===== config.mk =====
export PLATFORM = sky130hd
export DESIGN_NAME = control_unit
export DESIGN_NICKNAME = d
export VERILOG_FILES = /design/src/rtl/cpu_pkg.sv /design/src/rtl/program_counter.sv /design/src/rtl/control_unit.sv
export SDC_FILE = /design/constraint.sdc
export NUM_CORES = 1
export LEC_CHECK = 0
export BUFFER_PORTS_ARGS = -buffer_cell sky130_fd_sc_hd__buf_2
export CORE_MARGIN = 1.5
export CORE_UTILIZATION = 25
export CTS_CLUSTER_DIAMETER = 100
export CTS_CLUSTER_SIZE = 28
export DETAILED_ROUTE_END_ITERATION = 16
export GPL_ROUTABILITY_DRIVEN = 0
export GPL_TIMING_DRIVEN = 0
export PLACE_DENSITY = 0.46
export SYNTH_ARGS = -nofsm -noshare
export SYNTH_HDL_FRONTEND = slang
export SYNTH_HIERARCHICAL = 1
export SYNTH_SLANG_ARGS = --single-unit

===== constraint.sdc =====
create_clock -name clk -period 3.3 [get_ports clk]
set_clock_uncertainty 0.05 [all_clocks]
set_input_delay 0.825 -clock clk [delete_from_list [all_inputs] [get_ports clk]]
set_output_delay 0.825 -clock clk [all_outputs]
set_load 0.02 [all_outputs]

===== src/rtl/cpu_pkg.sv =====
// Shared types and constants for the multi-cycle controller: opcodes, FSM states,
// ALU select codes and the instruction field layout.
package cpu_pkg;

  localparam int PC_WIDTH    = 7;
  localparam int IR_WIDTH    = 16;
  localparam int DADDR_WIDTH = 8;
  localparam int RA_WIDTH    = 4;

  localparam logic [2:0] ALU_PASS = 3'd0;
  localparam logic [2:0] ALU_ADD  = 3'd1;
  localparam logic [2:0] ALU_SUB  = 3'd2;

  // Instruction field LSB positions: op[15:12] | daddr[11:4] or ra[11:8],rb[7:4] | reg[3:0]
  localparam int OP_LSB  = 12;
  localparam int DA_LSB  = 4;
  localparam int RA_LSB  = 8;
  localparam int RB_LSB  = 4;
  localparam int REG_LSB = 0;

  typedef enum logic [3:0] {
    OP_NOOP  = 4'd0,
    OP_STORE = 4'd1,
    OP_LOAD  = 4'd2,
    OP_ADD   = 4'd3,
    OP_SUB   = 4'd4,
    OP_HALT  = 4'd5
  } opcode_t;

  typedef enum logic [3:0] {
    S_INIT   = 4'd0,
    S_FETCH  = 4'd1,
    S_DECODE = 4'd2,
    S_NOOP   = 4'd3,
    S_STORE  = 4'd4,
    S_LOAD_A = 4'd5,
    S_LOAD_B = 4'd6,
    S_ADD    = 4'd7,
    S_SUB    = 4'd8,
    S_HALT   = 4'd9
  } state_t;

  function automatic opcode_t f_opcode(input logic [IR_WIDTH-1:0] ir);
    return opcode_t'(ir[OP_LSB +: 4]);
  endfunction

endpackage


===== src/rtl/program_counter.sv =====
// Program counter: asynchronous clear, increments by one on inc and wraps naturally at 2^W.
module program_counter
  import cpu_pkg::*;
#(
  parameter int W = PC_WIDTH
) (
  input  logic         clk,
  input  logic         rst_n,
  input  logic         inc,
  output logic [W-1:0] pc
);

  // NOTE: state registers use non-blocking assignments so every flop samples pre-edge values.
  always_ff @(posedge clk or negedge rst_n) begin
    if (!rst_n)   pc <= '0;
    else if (inc) pc <= pc + W'(1);
  end

endmodule


===== src/rtl/control_unit.sv =====
// Multi-cycle fetch/decode/execute controller driving the datapath controls.
// One instruction in flight; all controls are Moore outputs of the state and IR.
module control_unit
  import cpu_pkg::*;
#(
  parameter int PC_W    = PC_WIDTH,
  parameter int IR_W    = IR_WIDTH,
  parameter int DADDR_W = DADDR_WIDTH,
  parameter int RA_W    = RA_WIDTH
) (
  input  logic               clk,
  input  logic               rst_n,
  output logic [PC_W-1:0]    PC_Addr,
  input  logic [IR_W-1:0]    IR_Data,
  output logic [DADDR_W-1:0] D_Addr,
  output logic               D_WriteEn,
  output logic               MuxS,
  output logic [RA_W-1:0]    RegF_W_addr,
  output logic               RegF_W_en,
  output logic [RA_W-1:0]    RegF_Ra_addr,
  output logic [RA_W-1:0]    RegF_Rb_addr,
  output logic [2:0]         ALU_S,
  output logic               Halted,
  output logic [3:0]         State
);

  state_t          r_state;
  state_t          w_next_state;
  logic [IR_W-1:0] r_ir;
  logic            w_pc_inc;

  assign w_pc_inc = (r_state == S_DECODE);
  assign State    = r_state;

  program_counter #(.W(PC_W)) u_pc (
    .clk   (clk),
    .rst_n (rst_n),
    .inc   (w_pc_inc),
    .pc    (PC_Addr)
  );

  // NOTE: async reset clears state and IR, so the Moore outputs drop to 0 the moment rst_n falls.
  always_ff @(posedge clk or negedge rst_n) begin
    if (!rst_n) begin
      r_state <= S_INIT;
      r_ir    <= '0;
    end else begin
      r_state <= w_next_state;
      if (r_state == S_DECODE) r_ir <= IR_Data;
    end
  end

  // NOTE: every output gets a default before the case, so no path leaves a latch behind.
  always_comb begin
    w_next_state = S_INIT;
    D_Addr       = '0;
    D_WriteEn    = 1'b0;
    MuxS         = 1'b0;
    RegF_W_addr  = '0;
    RegF_W_en    = 1'b0;
    RegF_Ra_addr = '0;
    RegF_Rb_addr = '0;
    ALU_S        = ALU_PASS;
    Halted       = 1'b0;
    unique case (r_state)
      S_INIT:   w_next_state = S_FETCH;
      S_FETCH:  w_next_state = S_DECODE;
      S_DECODE: begin
        case (f_opcode(IR_Data))
          OP_STORE: w_next_state = S_STORE;
          OP_LOAD:  w_next_state = S_LOAD_A;
          OP_ADD:   w_next_state = S_ADD;
          OP_SUB:   w_next_state = S_SUB;
          OP_HALT:  w_next_state = S_HALT;
          default:  w_next_state = S_NOOP;
        endcase
      end
      S_NOOP:   w_next_state = S_FETCH;
      S_STORE: begin
        D_Addr       = r_ir[DA_LSB +: DADDR_W];
        RegF_Ra_addr = r_ir[REG_LSB +: RA_W];
        D_WriteEn    = 1'b1;
        w_next_state = S_FETCH;
      end
      // LOAD_A gives the data memory a cycle of read latency before the RF captures it
      S_LOAD_A, S_LOAD_B: begin
        D_Addr       = r_ir[DA_LSB +: DADDR_W];
        RegF_W_addr  = r_ir[REG_LSB +: RA_W];
        MuxS         = 1'b1;
        RegF_W_en    = (r_state == S_LOAD_B);
        w_next_state = (r_state == S_LOAD_A) ? S_LOAD_B : S_FETCH;
      end
      S_ADD, S_SUB: begin
        RegF_Ra_addr = r_ir[RA_LSB +: RA_W];
        RegF_Rb_addr = r_ir[RB_LSB +: RA_W];
        RegF_W_addr  = r_ir[REG_LSB +: RA_W];
        RegF_W_en    = 1'b1;
        ALU_S        = (r_state == S_ADD) ? ALU_ADD : ALU_SUB;
        w_next_state = S_FETCH;
      end
      S_HALT: begin
        Halted       = 1'b1;
        w_next_state = S_HALT;
      end
      default:  w_next_state = S_INIT;
    endcase
  end

endmodule


==> out/qor.json, run 1 <==
{
  "coreArea": {"value": 4750, "unit": "µm²"},
  "static-leakage-power": {"value": 0.000845, "unit": "µW"},
  "avgViaCountPerCell": {"value": 4.38},
  "use_met2": {"value": 18.6, "unit": "%"},
  "flow.area_growth_from_synthesis": {"value": 32.4, "unit": "%"},
  "nFillCells": {"value": 502},
  "buffer_ports.inserted": {"value": 54},
  "post_synth_inst_count": {"value": 105},
  "area_fraction_in_compound_gates_after_synthesis": {"value": 10.0, "unit": "%"},
  "switching_share": {"value": 39.6, "unit": "%"},
  "max_freq": {"value": 350, "unit": "MHz"},
  "ff_to_ff_start": {"value": "State[0]"},
  "cp.required": {"value": 2420, "unit": "ps"},
  "starting_density": {"value": 26.0, "unit": "%"},
  "synth-adder-area-share": {"value": 1.01, "unit": "%"},
  "wire_length_after_detailed_routing": {"value": 3050, "unit": "µm"},
  "clockPowerShare": {"value": 14.2, "unit": "%"},
  "cts-hold-fix-buffers": {"value": 0},
  "end_kind": {"value": "output pin"},
  "num_rows": {"value": 25},
  "antenna_left": {"value": 0},
  "route.detailed.wl_per_inst": {"value": 13.3, "unit": "µm"},
  "finalPower": {"value": 1290, "unit": "µW"},
  "dp_hpwl": {"value": 2220, "unit": "µm"},
  "worst_setup_path_startpoint": {"value": "State[3]"},
  "slew_headroom": {"value": 56.8, "unit": "%"},
  "min_from": {"value": "u_pc/pc[6]"},
  "worstSetupPathType": {"value": "register to output pin"},
  "synthXorXnorAreaFrac": {"value": 4.96, "unit": "%"},
  "grt-busiest-layer": {"value": "met2"},
  "cts.clk_slew.worst_paths": {"value": 80, "unit": "ps"},
  "grt_start_max_net_pins": {"value": 24},
  "share_of_cells_above_drive_strength_1": {"value": 52.1, "unit": "%"},
  "worst-slew-pin-transition": {"value": 643, "unit": "ps"},
  "cts.path.max_buffers": {"value": 2},
  "synth-warning-count": {"value": 6},
  "final.setup.worst_slack": {"value": 441, "unit": "ps"},
  "tritoncts.num_buffers": {"value": 3},
  "number_of_gates_resized_after_cts": {"value": 0},
  "rsz0062_at_grt": {"value": "no"},
  "netlist_area": {"value": 1240, "unit": "µm²"},
  "floorplan.die_area": {"value": 5380, "unit": "µm²"},
  "cp_max_fo": {"value": 9},
  "tritoncts_num_sinks": {"value": 23},
  "synth.yosys.seq_area_share": {"value": 46.6, "unit": "%"},
  "grt_antenna_before_repair": {"value": 0},
  "firstDrtPassIters": {"value": 4},
  "grt_pass1_wl": {"value": 4840, "unit": "µm"},
  "met3_usage": {"value": 2.74, "unit": "%"},
  "track_usage": {"value": 12.0, "unit": "%"},
  "comb_power_share": {"value": 46.3, "unit": "%"},
  "power.density": {"value": 788, "unit": "nW/µm²"},
  "synth_mux_area_share": {"value": 14.0, "unit": "%"},
  "power.internal": {"value": 778, "unit": "µW"},
  "period_share": {"value": 86.6, "unit": "%"},
  "clock_tree.htree_level_count": {"value": 1},
  "synth_top_family_by_area": {"value": "simple AND/OR/NAND/NOR gates"},
  "synthesis.nets": {"value": 124},
  "first_global_vias": {"value": 989},
  "timing.critical_path.from_type": {"value": "register"},
  "cts-root-buf": {"value": "clkbuf_8"},
  "pwr-share-seq": {"value": 39.5, "unit": "%"},
  "num_antenna_cells": {"value": 0},
  "overflow": {"value": 0},
  "cts_tree": {"value": "done"},
  "status": {"value": "completed"},
  "tns": {"value": 0, "unit": "ps"},
  "finalMaxSlewViolations": {"value": 0},
  "synth_seq_cells": {"value": 23},
  "top_level_ports": {"value": 56},
  "timing.final.hold_violations": {"value": 0},
  "chipWidth": {"value": 73.3, "unit": "µm"},
  "route.vias.total": {"value": 1007},
  "dr.first_iter.drc_count": {"value": 36},
  "post-cts-setup-buffers": {"value": 0},
  "setup_viol": {"value": 0},
  "avgSynthCellArea": {"value": 11.8, "unit": "µm²"},
  "whs_path_depth": {"value": 1},
  "p_sw": {"value": 511, "unit": "µW"},
  "final_worst_path_period_need": {"value": 2860, "unit": "ps"},
  "grt.met1_usage": {"value": 16.2, "unit": "%"},
  "drc": {"value": 0},
  "dp_worst_setup_slack": {"value": 706, "unit": "ps"},
  "ir_drop": {"value": 0.368, "unit": "mV"},
  "num-nets-final": {"value": 183},
  "die_span_y": {"value": 73.3, "unit": "µm"},
  "clock_latency_reported_for_the_late_side_of_the_worst_skew_pair": {"value": 270, "unit": "ps"},
  "yosys.area_share.simple": {"value": 19.5, "unit": "%"},
  "worst-endpoint-arrival": {"value": 1980, "unit": "ps"},
  "ys_types": {"value": 33},
  "reg2regPathDepth": {"value": 6},
  "max_cap_viols": {"value": 0},
  "worstHoldPathType": {"value": "register to register"}
}
## routing by layer
layer | up-vias | share of wire (%)
met4 | 0 | 1.6
met5 | - | 0
met3 | 5 | 5.5
li1 | 481 | -
met1 | 488 | 46
met2 | 33 | 47
## worst paths after layout
| kind | to | slack, ps |
|---|---|---|
| max reg2reg | u_pc/pc[6] | 1350 |
| min | u_pc/pc[6] | 410 |
| max in group asynchronous | u_pc/pc[1] | 2350 |
| max | RegF_Ra_addr[3] | 440 |
| min reg2reg | u_pc/pc[6] | 410 |
| min in group asynchronous | State[2] | 480 |
## cell type report
type	instances	area (µm²)	share of cell area [%]
multi-input combinational	76	616	37.6
sequential	23	576	35.2
clock buffer	3	41.3	2.52
clock inverter	1	5.00	0.306
tap	67	83.8	5.12
inverter	2	10.0	0.612
buffer	4	35.0	2.14
timing repair buffer	54	270	16.5
## synth_stat cells
master | instances | share of area, %
dfrtp_1 | 23 | 47
and2_1 | 16 | 8.1
nor2_1 | 8 | 2.4
mux2_4 | 7 | 8.5
mux2_2 | 6 | 5.5
a22o_1 | 4 | 2.8
nand2_1 | 4 | 1.2
xor2_1 | 4 | 2.8
a31o_2 | 3 | 2.1
xnor2_1 | 3 | 2.1
a21oi_1 | 2 | 0.81
buf_6 | 2 | 1.8
nand4_1 | 2 | 1.0
o21ai_0 | 2 | 0.81
a221oi_1 | 1 | 0.71
buf_2 | 1 | 0.40
buf_4 | 1 | 0.61
conb_1 | 1 | 0.30
ha_1 | 1 | 1.0
inv_1 | 1 | 0.30
inv_4 | 1 | 0.51
nand2b_1 | 1 | 0.51
nand2b_2 | 1 | 0.71
nand3_1 | 1 | 0.40
nor2b_1 | 1 | 0.51
nor3_1 | 1 | 0.40
nor3b_1 | 1 | 0.61
nor4_4 | 1 | 1.7
o2111ai_1 | 1 | 0.71
o21ai_2 | 1 | 0.71
o21ai_4 | 1 | 1.3
or4b_2 | 1 | 0.81
or4b_4 | 1 | 1.1
## through the flow
| stage | cells | hold WS [ps] | instance area [µm²] | utilization (%) |
|---|---|---|---|---|
| floorplan | 105 | 438 | 1240 | - |
| global placement | 226 | 406 | 1590 | 33.4 |
| finish | 230 | 411 | 1640 | 34.4 |
| CTS | 230 | 419 | 1640 | 34.4 |
| detailed placement | 226 | 405 | 1590 | 33.4 |
| global route | 230 | 469 | 1640 | 34.4 |
## layout by cell type (no fill, tap or decap), drive strengths merged, types with 4 or more instances in the layout
cell type and instances:
dfrtp 23, o21ai 4, nand2 4, buf 58, nor2 8, and2 16, a22o 4, xor2 4
mux2 13
## registers in the layout, indices dropped and copies added, names as in the netlist
signal	cells
r_ir	12
State	4
u_pc/pc	7
## power groups by stage
stage / clock (µW) / sequential [µW] / combinational [µW]
final: 183 / 509 / 597
after global routing: 202 / 531 / 646
after CTS: 192 / 510 / 604
after detailed placement: 0 / 515 / 601
after global placement: 0 / 505 / 590
after floorplan: 0 / 547 / 397
## cells by family after synthesis
| logic type | after synthesis |
|---|---|
| adder cells (fa/ha/maj) | 1 |
| other | 1 |
| XOR/XNOR | 7 |
| multiplexers | 13 |
| flip-flops | 23 |
| buffers and inverters | 6 |
| AND/OR/NAND/NOR | 39 |
| AO/OA/AOI/OAI | 15 |
## critical path, stage by stage (launching register included)
cell	delay [ps]
dfrtp_1	490
nand2b_2	290
nor3_1	530
a22o_1	240
buf_2	170
Note: power is estimated with default switching activity, not from simulation.
==> run 2, diff against run 1 <==
==> constraint.sdc (replaced) <==
create_clock -name clk -period 3.3 [get_ports clk]
set_clock_uncertainty 0.05 [all_clocks]
set_input_delay 0.825 -clock clk [delete_from_list [all_inputs] [get_ports clk]]
set_output_delay 0.825 -clock clk [all_outputs]
set_load 0.05 [all_outputs]
==> run 2 against run 1 <==
Compared with the run above: sequential share of layout area is 0.080 points lower; sequential power about the same; cell count stayed put; highest routed layer unchanged; die area stayed put; fmax decreased by 1.5%.
==> out/qor.json, run 2 (synthesis results as in run 1) <==
{
  "firstDrtPassIters": {"value": 4, "change": "unchanged"},
  "dr.first_iter.drc_count": {"value": 21, "change": "-42%"},
  "cts.path.max_buffers": {"value": 2, "change": "unchanged"},
  "most_common_cell_after_layout_fill_and_taps_aside": {"value": "buf_2"},
  "max_freq": {"value": 344, "unit": "MHz", "change": "-1.5%"},
  "worstHoldPathType": {"value": "register to register"},
  "slew_headroom": {"value": 60.7, "unit": "%", "change": "+3.9 points"},
  "wire_length_after_detailed_routing": {"value": 3040, "unit": "µm", "change": "-0.33%"},
  "finalPower": {"value": 1450, "unit": "µW", "change": "+12%"},
  "finalNonFillerCells": {"value": 230, "change": "unchanged"},
  "nFillCells": {"value": 510, "change": "+1.6%"},
  "buffer_ports.inserted": {"value": 54, "change": "unchanged"},
  "timing.critical_path.from_type": {"value": "register"},
  "cp_max_fo": {"value": 9, "change": "unchanged"},
  "rsz0062_at_grt": {"value": "no"},
  "post-cts-setup-buffers": {"value": 0, "change": "unchanged"},
  "tritoncts.num_buffers": {"value": 3, "change": "unchanged"},
  "flow.area_growth_from_synthesis": {"value": 32.7, "unit": "%"},
  "num-nets-final": {"value": 183, "change": "unchanged"},
  "cts_tree": {"value": "done"},
  "drc": {"value": 0, "change": "unchanged"},
  "overflow": {"value": 0, "change": "unchanged"},
  "track_usage": {"value": 11.6, "unit": "%", "change": "-0.41 points"},
  "num_antenna_cells": {"value": 0, "change": "unchanged"},
  "worst-endpoint-arrival": {"value": 2030, "unit": "ps", "change": "+50 ps"},
  "first_global_vias": {"value": 1038, "change": "+5.0%"},
  "grt_antenna_before_repair": {"value": 0, "change": "unchanged"},
  "die_span_y": {"value": 73.3, "unit": "µm", "change": "unchanged"},
  "timing.final.hold_violations": {"value": 0, "change": "unchanged"},
  "chipWidth": {"value": 73.3, "unit": "µm", "change": "unchanged"},
  "dp_hpwl": {"value": 2310, "unit": "µm", "change": "+3.8%"},
  "cts-hold-fix-buffers": {"value": 0, "change": "unchanged"},
  "coreArea": {"value": 4750, "unit": "µm²", "change": "unchanged"},
  "placed_cells": {"value": 226, "change": "unchanged"},
  "layout.cells.most_common_list": {"value": "55 x buf_2, 23 x dfrtp_1, 16 x and2_1"},
  "final_worst_path_period_need": {"value": 2900, "unit": "ps", "change": "+44.5 ps"},
  "cts-root-buf": {"value": "clkbuf_8"},
  "avgViaCountPerCell": {"value": 4.39, "change": "+0.30%"},
  "cts.clk_slew.worst_paths": {"value": 80, "unit": "ps", "change": "about the same"},
  "number_of_gates_resized_after_cts": {"value": 0, "change": "unchanged"},
  "setup_viol": {"value": 0, "change": "unchanged"},
  "clock_tree.htree_level_count": {"value": 1, "change": "unchanged"},
  "end_kind": {"value": "output pin"},
  "route.detailed.wl_per_inst": {"value": 13.2, "unit": "µm", "change": "-0.33%"},
  "registers.top_by_ff_count": {"value": "r_ir"},
  "largest_reg_flops": {"value": 12, "change": "unchanged"},
  "power.density": {"value": 884, "unit": "nW/µm²", "change": "+12%"},
  "ir_drop": {"value": 0.489, "unit": "mV", "change": "+33%"},
  "tritoncts_num_sinks": {"value": 23, "change": "unchanged"},
  "regToRegSetupSlack": {"value": 1330, "unit": "ps", "change": "-20 ps"},
  "finalMaxSlewViolations": {"value": 0, "change": "unchanged"},
  "worstSetupPathType": {"value": "register to output pin"},
  "starting_density": {"value": 26.0, "unit": "%", "change": "unchanged"},
  "top_level_ports": {"value": 56, "change": "unchanged"},
  "num_rows": {"value": 25, "change": "unchanged"},
  "status": {"value": "completed"},
  "grt_pass1_wl": {"value": 4840, "unit": "µm", "change": "unchanged"},
  "tns": {"value": 0, "unit": "ps", "change": "unchanged"},
  "static-leakage-power": {"value": 0.000843, "unit": "µW", "change": "-0.19%"},
  "period_share": {"value": 88.0, "unit": "%", "change": "+1.3 points"},
  "floorplan.die_area": {"value": 5380, "unit": "µm²", "change": "unchanged"},
  "worst-slew-pin-transition": {"value": 589, "unit": "ps", "change": "-54.2 ps"},
  "route.vias.total": {"value": 1010, "change": "+0.30%"},
  "grt_start_max_net_pins": {"value": 24, "change": "unchanged"},
  "max_cap_viols": {"value": 0, "change": "unchanged"},
  "clock_latency_reported_for_the_late_side_of_the_worst_skew_pair": {"value": 260, "unit": "ps", "change": "about the same"},
  "cp.required": {"value": 2420, "unit": "ps", "change": "about the same"},
  "antenna_left": {"value": 0, "change": "unchanged"},
  "share_of_cells_above_drive_strength_1": {"value": 52.1, "unit": "%", "change": "unchanged"}
}
==> run 2: changes by cell type in the layout (fill, tap and decap cells not counted), sizes merged <==
cell    previous run  this run
clkinv             1         0
clkbuf             3         4
==> run 2: final cells by class <==
type                       instances  area [µm²]  area share (%)
buffer                             4        35.0            2.14
clock buffer                       4        45.0            2.75
inverter                           2        10.0           0.610
multi-input combinational         76         621            37.8
sequential                        23         576            35.1
tap                               67        83.8            5.11
timing repair buffer              54         270            16.5
==> run 2: worst paths after layout <==
kind	from	endpoint	cells past startpoint
setup / recovery	State[3]	D_Addr[7]	4
hold / removal	u_pc/pc[6]	u_pc/pc[6]	1
setup reg to reg	State[0]	u_pc/pc[6]	6
hold reg to reg	u_pc/pc[6]	u_pc/pc[6]	1
max in group asynchronous	rst_n	State[3]	1
min in group asynchronous	rst_n	State[0]	1
==> run 2: metal layers <==
metal	GRT usage, %	routed length, µm	vias up
met5	0	0	-
met4	4.32	32	0
met3	2.47	177	2
met2	18.8	1450	36
met1	15.2	1380	490
li1	-	-	482
==> run 2: power by group <==
part | internal (µW) | switching [µW] | total, µW | leakage (µW)
combinational | 288 | 479 | 767 | 0.000540
clock | 86.0 | 86.3 | 172 | 0.0000228
sequential | 406 | 103 | 510 | 0.000280
==> run 2: critical path, cell delays in order, from the launching register on <==
cell	delay (ps)
dfrtp_1	480
nand2b_2	300
a21oi_1	500
and2_1	220
buf_2	260
==> run 2: through the flow <==
| step | utilization, % | setup slack (ps) | instance area, µm² | hold slack [ps] |
|---|---|---|---|---|
| 2_1_floorplan | - | 127 | 1240 | 438 |
| 3_3_place_gp | 33.6 | 627 | 1600 | 416 |
| 3_5_place_dp | 33.6 | 602 | 1600 | 420 |
| 4_1_cts | 34.5 | 308 | 1640 | 432 |
| 5_1_grt | 34.5 | 192 | 1640 | 440 |
| 6_report | 34.5 | 396 | 1640 | 427 |
==> run 3, diff against run 2 <==
--- a/config.mk
+++ b/config.mk
@@ -13,7 +13,7 @@
 export DETAILED_ROUTE_END_ITERATION = 16
 export GPL_ROUTABILITY_DRIVEN = 0
 export GPL_TIMING_DRIVEN = 0
-export PLACE_DENSITY = 0.46
+export PLACE_DENSITY = 0.48
 export SYNTH_ARGS = -nofsm -noshare
 export SYNTH_HDL_FRONTEND = slang
 export SYNTH_HIERARCHICAL = 1
==> constraint.sdc (replaced) <==
create_clock -name clk -period 2.5 [get_ports clk]
set_clock_uncertainty 0.05 [all_clocks]
set_input_delay 0.625 -clock clk [delete_from_list [all_inputs] [get_ports clk]]
set_output_delay 0.625 -clock clk [all_outputs]
set_load 0.05 [all_outputs]
==> run 3 against run 2 <==
Compared with the run above: clock power increased by 38%; global-route usage up 0.73 points; combinational power is 45% higher; setup slack worse by 360 ps; non-clock buffer count is 9 higher; first-iteration DRC count increased by 130%; wire length up 4.0%; worst hold slack worse by 150 ps; cell count up 3.9%; core utilization increased by 3.8 points; total power is 40% higher; critical path depth is the same.
==> out/qor.json, run 3 (synthesis results as in run 1) <==
{
  "max_freq": {"value": 406, "unit": "MHz"},
  "grt_antenna_before_repair": {"value": 0, "change": "unchanged"},
  "p_sw": {"value": 931, "unit": "µW", "change": "+39%"},
  "cp.required": {"value": 1820, "unit": "ps", "change": "-600 ps"},
  "timing.final.hold_violations": {"value": 0, "change": "unchanged"},
  "floorplan.die_area": {"value": 5380, "unit": "µm²", "change": "unchanged"},
  "nFillCells": {"value": 510, "change": "unchanged"},
  "dp_hpwl": {"value": 2290, "unit": "µm", "change": "-0.67%"},
  "cts.clk_slew.worst_paths": {"value": 90, "unit": "ps", "change": "about the same"},
  "status": {"value": "completed"},
  "worst-slew-pin-transition": {"value": 526, "unit": "ps", "change": "-62.4 ps"},
  "firstDrtPassIters": {"value": 4, "change": "unchanged"},
  "route.detailed.wl_per_inst": {"value": 13.2, "unit": "µm", "change": "about the same"},
  "switching_share": {"value": 45.9, "unit": "%", "change": "-0.28 points"},
  "registers.top_by_ff_count": {"value": "r_ir"},
  "regToRegSetupSlack": {"value": 390, "unit": "ps", "change": "-940 ps"},
  "ff_to_ff_start": {"value": "State[1]"},
  "grt-busiest-layer": {"value": "met2"},
  "largest_reg_flops": {"value": 12, "change": "unchanged"},
  "use_met2": {"value": 20.9, "unit": "%", "change": "+2.1 points"},
  "final_worst_path_period_need": {"value": 2460, "unit": "ps"},
  "buffer_ports.inserted": {"value": 54, "change": "unchanged"},
  "grt_start_max_net_pins": {"value": 24, "change": "unchanged"},
  "met3_usage": {"value": 1.78, "unit": "%", "change": "-0.69 points"},
  "clock_tree.htree_level_count": {"value": 1, "change": "unchanged"},
  "clockPowerShare": {"value": 11.7, "unit": "%", "change": "-0.2 points"},
  "clock_latency_reported_for_the_late_side_of_the_worst_skew_pair": {"value": 270, "unit": "ps", "change": "about the same"},
  "max_cap_viols": {"value": 0, "change": "unchanged"},
  "grt_pass1_wl": {"value": 4970, "unit": "µm", "change": "+2.9%"},
  "cts_tree": {"value": "done"},
  "num_antenna_cells": {"value": 0, "change": "unchanged"},
  "avgViaCountPerCell": {"value": 4.33, "change": "-1.3%"},
  "rsz0062_at_grt": {"value": "yes"},
  "critical-path-max-stage-delay": {"value": 590, "unit": "ps", "change": "+90 ps"},
  "cts-root-buf": {"value": "clkbuf_8"},
  "critical-path-slowest-cell": {"value": "or4b_4"},
  "dr.first_iter.drc_count": {"value": 49, "change": "+130%"},
  "cts.path.max_buffers": {"value": 2, "change": "unchanged"},
  "worstSetupEndpoint": {"value": "RegF_Ra_addr[0]"},
  "route.vias.total": {"value": 1036, "change": "+2.6%"},
  "hold-worst-slack": {"value": 273, "unit": "ps", "change": "-155 ps"},
  "cp_max_fo": {"value": 8, "change": "-1"},
  "die_span_y": {"value": 73.3, "unit": "µm", "change": "unchanged"},
  "tritoncts_num_sinks": {"value": 23, "change": "unchanged"},
  "worstHoldPathType": {"value": "input pin to asynchronous set/reset pin"},
  "first_global_vias": {"value": 1013, "change": "-2.4%"},
  "worstSetupPathType": {"value": "register to output pin"},
  "crit_path_cell_trace": {"value": "or4b_4 -> o21ai_4 -> a22o_1 -> buf_6"},
  "tritoncts.num_buffers": {"value": 3, "change": "unchanged"},
  "starting_density": {"value": 26.0, "unit": "%", "change": "unchanged"},
  "grt.met1_usage": {"value": 15.0, "unit": "%", "change": "-0.15 points"},
  "cts-hold-fix-buffers": {"value": 0, "change": "unchanged"},
  "period_share": {"value": 98.5, "unit": "%"},
  "power.density": {"value": 1110, "unit": "nW/µm²", "change": "+26%"},
  "chipWidth": {"value": 73.3, "unit": "µm", "change": "unchanged"},
  "track_usage": {"value": 12.3, "unit": "%", "change": "+0.73 points"},
  "end_kind": {"value": "output pin"},
  "worst-endpoint-arrival": {"value": 1790, "unit": "ps", "change": "-240 ps"},
  "drc": {"value": 0, "change": "unchanged"},
  "reg2regPathDepth": {"value": 7, "change": "+1"},
  "coreArea": {"value": 4750, "unit": "µm²", "change": "unchanged"},
  "worst_setup_path_startpoint": {"value": "State[0]"},
  "overflow": {"value": 0, "change": "unchanged"},
  "num-nets-final": {"value": 192, "change": "+4.9%"},
  "static-leakage-power": {"value": 0.000914, "unit": "µW", "change": "+8.5%"},
  "finalMaxSlewViolations": {"value": 0, "change": "unchanged"},
  "layout.cells.most_common_list": {"value": "41 x buf_2, 21 x dfrtp_1, 16 x buf_4"},
  "antenna_left": {"value": 0, "change": "unchanged"},
  "setup_viol": {"value": 0, "change": "unchanged"},
  "wire_length_after_detailed_routing": {"value": 3160, "unit": "µm", "change": "+4.0%"},
  "slew_headroom": {"value": 64.9, "unit": "%", "change": "+4.2 points"},
  "top_level_ports": {"value": 56, "change": "unchanged"},
  "tns": {"value": 0, "unit": "ps", "change": "unchanged"},
  "flow.area_growth_from_synthesis": {"value": 47.5, "unit": "%"},
  "pwr-share-seq": {"value": 33.5, "unit": "%", "change": "-1.7 points"},
  "share_of_cells_above_drive_strength_1": {"value": 64.5, "unit": "%", "change": "+12 points"},
  "comb_power_share": {"value": 54.8, "unit": "%", "change": "+1.9 points"},
  "most_common_cell_after_layout_fill_and_taps_aside": {"value": "buf_2"},
  "rr_endpoint": {"value": "u_pc/pc[6]"},
  "power.internal": {"value": 1100, "unit": "µW", "change": "+41%"},
  "num_rows": {"value": 25, "change": "unchanged"},
  "timing.critical_path.from_type": {"value": "register"},
  "ir_drop": {"value": 0.402, "unit": "mV", "change": "-18%"}
}
-- run 3: changes by cell type in the layout (fill, tap and decap cells not counted), moves of 2 or more --
cell and change:
dfrtp_2 +2, dfrtp_1 -2, buf_2 -14, a22o_2 +2, a22o_1 -3, buf_6 +6, and2_1 -8, buf_4 +15
and2_2 +8
-- run 3: layout make-up --
| cell class | count | area, µm² | area share (%) |
|---|---|---|---|
| well taps | 67 | 83.8 | 4.60 |
| flip-flops and latches | 23 | 578 | 31.7 |
| clock inverters | 1 | 5.00 | 0.275 |
| multi-input cells | 76 | 667 | 36.6 |
| repair buffers | 65 | 419 | 23.0 |
| plain buffers | 2 | 18.8 | 1.03 |
| clock buffers | 3 | 41.3 | 2.26 |
| inverters | 2 | 10.0 | 0.549 |
-- run 3: metrics by stage --
step,std cells,utilization (%),worst slack [ps],instance area [µm²],power (µW)
3_3_place_gp,226,34.3,62.2,1630,1700
5_1_grt,239,38.3,-24.1,1820,2160
2_1_floorplan,105,-,-149,1280,1490
3_5_place_dp,226,34.3,-14.4,1630,1720
4_1_cts,234,37.7,-64.8,1790,2060
6_report,239,38.3,38.5,1820,2030
-- run 3: worst max-delay path: cells and delay by family, from the launching register on --
family                 cells  cell delay [ps]
AOI/OAI and AO/OA          2              360
and+or+nand+nor            1              590
DFF                        1              400
buffers and inverters      1              160
-- run 3: repair_timing --
| action | 4_1_cts | 5_1_grt |
|---|---|---|
| pin swaps | 5 | 2 |
| buffers inserted | 4 | 7 |
| resized for setup | 25 | 1 |
| setup endpoints to repair | 22 | 17 |
-- run 3: worst min-delay path by stage --
stage,cells past startpoint,endpoint,start
2_1_floorplan,0,State[0],rst_n
3_3_place_gp,1,u_pc/pc[6],u_pc/pc[6]
3_5_place_dp,1,u_pc/pc[5],u_pc/pc[5]
4_1_cts,1,r_ir[10],rst_n
5_1_grt,1,r_ir[1],rst_n
6_report,1,r_ir[9],rst_n
-- run 3: per-layer routing --
metal	up-vias	part of all wire [%]	wire length, µm
met5	-	0	0
met4	0	2.2	71
met3	5	5.1	160
met2	41	50	1580
met1	489	43	1350
li1	501	-	-
-- run 3: power by group through the flow --
stage / Clock (µW) / Sequential (µW) / Combinational (µW)
after floorplan: 0 / 862 / 628
after global placement: 0 / 682 / 1020
after detailed placement: 0 / 690 / 1030
after CTS: 251 / 686 / 1120
after global routing: 268 / 713 / 1180
final: 238 / 680 / 1110
